--- config.mk ---
export PLATFORM = sky130hd
export DESIGN_NAME = updown_counter
export DESIGN_NICKNAME = d
export VERILOG_FILES = /design/src/rtl/counter_pkg.sv /design/src/rtl/updown_counter_edge_detect.sv /design/src/rtl/updown_counter.sv
export SDC_FILE = /design/constraint.sdc
export NUM_CORES = 1
export LEC_CHECK = 0
export ABC_AREA = 1
export ABC_CLOCK_PERIOD_IN_PS = 1200
export CELL_PAD_IN_SITES_DETAIL_PLACEMENT = 1
export CELL_PAD_IN_SITES_GLOBAL_PLACEMENT = 2
export CORE_MARGIN = 2
export CORE_UTILIZATION = 24
export CTS_BUF_LIST = sky130_fd_sc_hd__clkbuf_4
export DETAILED_ROUTE_END_ITERATION = 8
export PLACE_DENSITY = 0.79
export SLEW_MARGIN = 40
export SYNTH_ARGS = -nofsm -noshare
export SYNTH_HDL_FRONTEND = slang
export SYNTH_SLANG_ARGS = --single-unit
--- constraint.sdc ---
create_clock -name clk_N -period 1.2 [get_ports clk_N]
set_input_delay 0.24 -clock clk_N [delete_from_list [all_inputs] [get_ports clk_N]]
set_output_delay 0.24 -clock clk_N [all_outputs]
set_load 0.02 [all_outputs]
--- src/rtl/counter_pkg.sv ---
// Shared definitions for bounded counters: run-time mode encodings and the
// load clamp helper reused wherever a loaded value must respect a terminal count.
package counter_pkg;

    localparam logic MODE_WRAP = 1'b0;
    localparam logic MODE_SAT  = 1'b1;

    // Limit a requested load value to the terminal count.
    function automatic logic [31:0] clamp_load(input logic [31:0] val, input logic [31:0] max);
        logic [31:0] res_s;
        if (val > max) begin
            res_s = max;
        end else begin
            res_s = val;
        end
        return res_s;
    endfunction

endpackage

--- src/rtl/updown_counter_edge_detect.sv ---
// Request qualifier: rising-edge pulse (EDGE_MODE=1) or level pass-through (EDGE_MODE=0).
// History reloads the live level during reset so a held input never counts on release.
module edge_detect #(
    parameter bit EDGE_MODE = 1'b1
) (
    input  logic clk_N,
    input  logic rst,
    input  logic d,
    output logic pulse
);

    logic d_q_r;

    // History register, updated on every falling edge including reset.
    always_ff @(negedge clk_N) begin
        d_q_r <= d;
    end

    // The unused history bit in level mode is harmless.
    if (EDGE_MODE) begin : g_edge
        assign pulse = d & ~d_q_r & rst;
    end else begin : g_level
        logic unused_s;
        assign unused_s = d_q_r;
        assign pulse    = d & rst;
    end

endmodule

--- src/rtl/updown_counter.sv ---
// Bounded up/down counter with load, run-time wrap/saturate selection,
// optional edge-qualified requests and registered overflow/underflow pulses.
module updown_counter
    import counter_pkg::*;
#(
    parameter int WIDTH     = 5,
    parameter int MAX       = 2**WIDTH-1,
    parameter bit EDGE_MODE = 1'b1
) (
    input  logic             clk_N,
    input  logic             rst,
    input  logic             add,
    input  logic             sub,
    input  logic             load,
    input  logic [WIDTH-1:0] load_val,
    input  logic             sat,
    output logic [WIDTH-1:0] counter,
    output logic             full,
    output logic             empty,
    output logic             ovf,
    output logic             unf
);

    localparam logic [WIDTH-1:0] MAX_C  = WIDTH'(MAX);
    localparam logic [WIDTH-1:0] ZERO_C = {WIDTH{1'b0}};
    localparam logic [WIDTH-1:0] ONE_C  = WIDTH'(1);

    logic             inc_s;
    logic             dec_s;
    logic [WIDTH-1:0] counter_r;
    logic             ovf_r;
    logic             unf_r;
    logic [WIDTH-1:0] cnt_nxt_s;
    logic             ovf_nxt_s;
    logic             unf_nxt_s;

    edge_detect #(.EDGE_MODE(EDGE_MODE)) u_add_edge (
        .clk_N (clk_N),
        .rst   (rst),
        .d     (add),
        .pulse (inc_s)
    );

    edge_detect #(.EDGE_MODE(EDGE_MODE)) u_sub_edge (
        .clk_N (clk_N),
        .rst   (rst),
        .d     (sub),
        .pulse (dec_s)
    );

    // Next-state selection in priority order: load, both, inc, dec, hold.
    always_comb begin
        cnt_nxt_s = counter_r;
        ovf_nxt_s = 1'b0;
        unf_nxt_s = 1'b0;
        if (load) begin
            cnt_nxt_s = WIDTH'(clamp_load(32'(load_val), 32'(MAX)));
        end else begin
            case ({inc_s, dec_s})
                2'b11: cnt_nxt_s = counter_r;
                2'b10: begin
                    if (counter_r < MAX_C) begin
                        cnt_nxt_s = counter_r + ONE_C;
                    end else begin
                        ovf_nxt_s = 1'b1;
                        cnt_nxt_s = (sat == MODE_SAT) ? counter_r : ZERO_C;
                    end
                end
                2'b01: begin
                    if (counter_r > ZERO_C) begin
                        cnt_nxt_s = counter_r - ONE_C;
                    end else begin
                        unf_nxt_s = 1'b1;
                        cnt_nxt_s = (sat == MODE_SAT) ? counter_r : MAX_C;
                    end
                end
                default: cnt_nxt_s = counter_r;
            endcase
        end
    end

    // Count and event registers with synchronous active-low reset.
    always_ff @(negedge clk_N) begin
        if (!rst) begin
            counter_r <= ZERO_C;
            ovf_r     <= 1'b0;
            unf_r     <= 1'b0;
        end else begin
            counter_r <= cnt_nxt_s;
            ovf_r     <= ovf_nxt_s;
            unf_r     <= unf_nxt_s;
        end
    end

    assign counter = counter_r;
    assign ovf     = ovf_r;
    assign unf     = unf_r;
    assign full    = (counter_r == MAX_C);
    assign empty   = (counter_r == ZERO_C);

endmodule

==> key figures <==
Critical path
  – CP Capture Type: output port
  – Worst Path Required: around 0.96 ns
  – Cells along the critical path: ha_4 -> nand2_2 -> nor2_2 -> ha_2 -> buf_6
  – CP peak stage delay: ~0.37 ns
  – Worst Path Arrival: around 1.8 ns
  – Worst Setup SP: counter[0]$_SDFFE_NN0P_
  – Crit path max-delay family: flip-flops
  – Crit Path Class: reg -> out
  – R2r setup slk: -0.23 ns
  – Max stage delay cell, worst path: dfxtp_4
  – Worst reg2reg path startpoint: counter[0]$_SDFFE_NN0P_
  – CP Buf/Inv Count: 1
  – CP Max Fanout: 4
  – Startpoint Class: flip-flop

Route
  – Antenna-violating nets left: 0
  – DRC viols: 0
  – DRT iter0 DRCs: 11
  – Drt first pass iters: 3
  – DRT Wirelength: between 2000 and 3000 µm
  – DR vias/cell: 4.35
  – Vias: a little under 1000
  – Per-cell routed wire length: between 10 and 15 µm

Logic synthesis
  – Mapped cell area: 801 µm²
  – Synth area leader: dfxtp_1
  – Largest cells by area after synthesis: dfxtp_1, nand2_1, nor2_1, nor2_4, inv_1
  – Synth warn: 0
  – Number of synthesized flops with an enable pin: 0
  – Post-synthesis mux area share: 0%
  – Simple-Gate Fraction of Synth Area: 59.7%
  – Primary FF master, synth: dfxtp_1
  – Syn Inst Count: 124
  – Syn_area_per_cell: approximately 6.5 µm²
  – Largest family of logic cells by synthesized area: simple AND/OR/NAND/NOR gates
  – Synth Area in Compound Gates: around 2.2%
  – Synth Area in XOR/XNOR: under 10%
  – Synth Area in Adders: between 4 and 5%
  – Yosys reg bits: 9
  – Post-synth top area share: between 20% and 30%
  – Number of distinct library cells after synthesis: 19
  – Async set-reset flop share out of synthesis: 0%
  – Syn_nets: 138
  – Sequential area share after synthesis: 22.5%

STA
  – Final-report setup violation count: 16
  – Unrepaired setup endpoints after global routing: yes
  – Least-Margin Pin Slew: between 0.15 and 0.2 ns
  – Final Slew Violations: 0
  – Final worst slack: -0.882 ns
  – Hold Violations, Final: 0
  – Slew Limit Headroom: between 80% and 90%
  – Clock Skew: 0.00999 ns
  – Final hold slack: between 0.6 and 0.7 ns
  – TNS Setup: -7.12 ns

CTS
  – Clock Sinks: 9
  – Skew-Pair Late Insertion Delay: 0.33 ns
  – Clock-pin slew on the worst setup and hold paths: roughly 0.040 ns
  – Clock tree root driver cell: clkbuf_4
  – Post-CTS Hold Buffers: 0
  – TritonCTS clock tree: yes
  – CTS Buffer Depth: 2
  – Htree depth: 1
  – CTS buffer count: 3

Floorplanning
  – Die X: 61.8 µm
  – Initial Util: around 26%
  – Core Area: between 3000 and 4000 µm²
  – Boundary pin count: 20
  – Row cnt: 20
  – Die area: between 3000 and 4000 µm²
  – Chip Height: approximately 62 µm

Global route
  – Number of global-route vias before repair: 1072
  – Grt ovf: 0
  – Largest net degree at the start of global routing: 9
  – Aggregate global-route resource usage: between 15 and 20%
  – Initial antenna violation count: 0
  – First-pass GRT wire length: between 4000 and 5000 µm

Worst hold path
  – Min-delay src: add
  – Hold WC Path Type: in -> reg

Status
  – Outcome: complete, but fails checks
  – Violations in the final reports: negative setup slack

Cells and area
  – Util after Layout: 47.7%
  – Share of cells above drive strength 1: a little over half
  – Commonest non-fill, non-tap cells in the layout: nand2_1, buf_4, inv_1
  – Layout Nets: 197
  – Fill count: 411
  – Area growth syn-to-layout: 84.7%
  – Commonest non-fill, non-tap cell in the layout: nand2_1
  – Post-Layout Cell Count: around 230
  – N_diodes: 0

Power and ir drop
  – Total power draw: roughly 1.3 mW
  – VDD IR max: approximately 0.46 mV
  – Cell Pwr Density: 851 nW/µm²
  – Leak: 0.752 nW

Placement
  – Dpl hpwl: 2290 µm
  – DP Cell Count: 210
  – RePlAce Congestion: about 0.76
  – Number of port buffers: 19

Run
  – Max Cap Violations: 0
power by group:
part	total [mW]	internal, mW	switching [mW]
combinational	0.550	0.274	0.276
sequential	0.355	0.324	0.0313
clock	0.353	0.159	0.194
total	1.26	0.756	0.502
sequential cells by signal (all words and copies together), names as in the netlist:
register          count
u_add_edge.d_q_r      1
unf                   1
u_sub_edge.d_q_r      1
counter               5
ovf                   1
Yosys cell counts (2+ instances only):
cell type and instances:
nand2_1 42, nor2_1 20, inv_1 14, dfxtp_1 9, nand3_1 9, nand2_2 5, nor2_4 5, ha_1 3
nand3_2 3, nand3_4 3, buf_6 2, or2_2 2
what timing repair did:
action,in CTS,in global routing
setup buffers,5,4
gates resized for setup,80,30
pin swaps,19,21
setup endpoints to repair,16,16
cells by family (layout without fill, tap and decap cells):
kind of cell,after synthesis,count (layout)
simple gates,91,91
buf+inv,17,75
flops,9,9
fa+ha+maj,3,3
compound gates,3,3
xor+xnor,1,1
final timing paths:
kind / end / cells past startpoint
min reg2reg: counter[1]$_SDFFE_NN0P_ / 5
max: full / 5
max reg2reg: counter[2]$_SDFFE_NN0P_ / 9
min: u_add_edge.d_q_r$_DFF_N_ / 1
area by class of cell:
type | count | area (µm²) | share of cell area, %
Multi-Input combinational cell | 98 | 661 | 44.7
Timing Repair Buffer | 48 | 447 | 30.2
Sequential cell | 9 | 201 | 13.6
Inverter | 14 | 55.1 | 3.72
Tap cell | 44 | 55.1 | 3.72
Clock inverter | 10 | 37.5 | 2.54
Clock buffer | 3 | 22.5 | 1.52
per-layer routing:
layer | wire length (µm) | up-vias | track usage (%)
met4 | 81 | 0 | 7.90
met5 | 0 | - | 0
met2 | 1630 | 18 | 31.9
met3 | 84 | 8 | 3.73
li1 | - | 496 | -
met1 | 1130 | 461 | 16.6
stage by stage:
step | area (µm²) | setup slack (ns)
after global placement | 1290 | -1.08
after detailed placement | 1290 | -1.15
after CTS | 1410 | -0.930
after floorplan | 873 | -0.536
after global routing | 1480 | -0.931
final | 1480 | -0.882
Power figures use the tool's default switching activity.
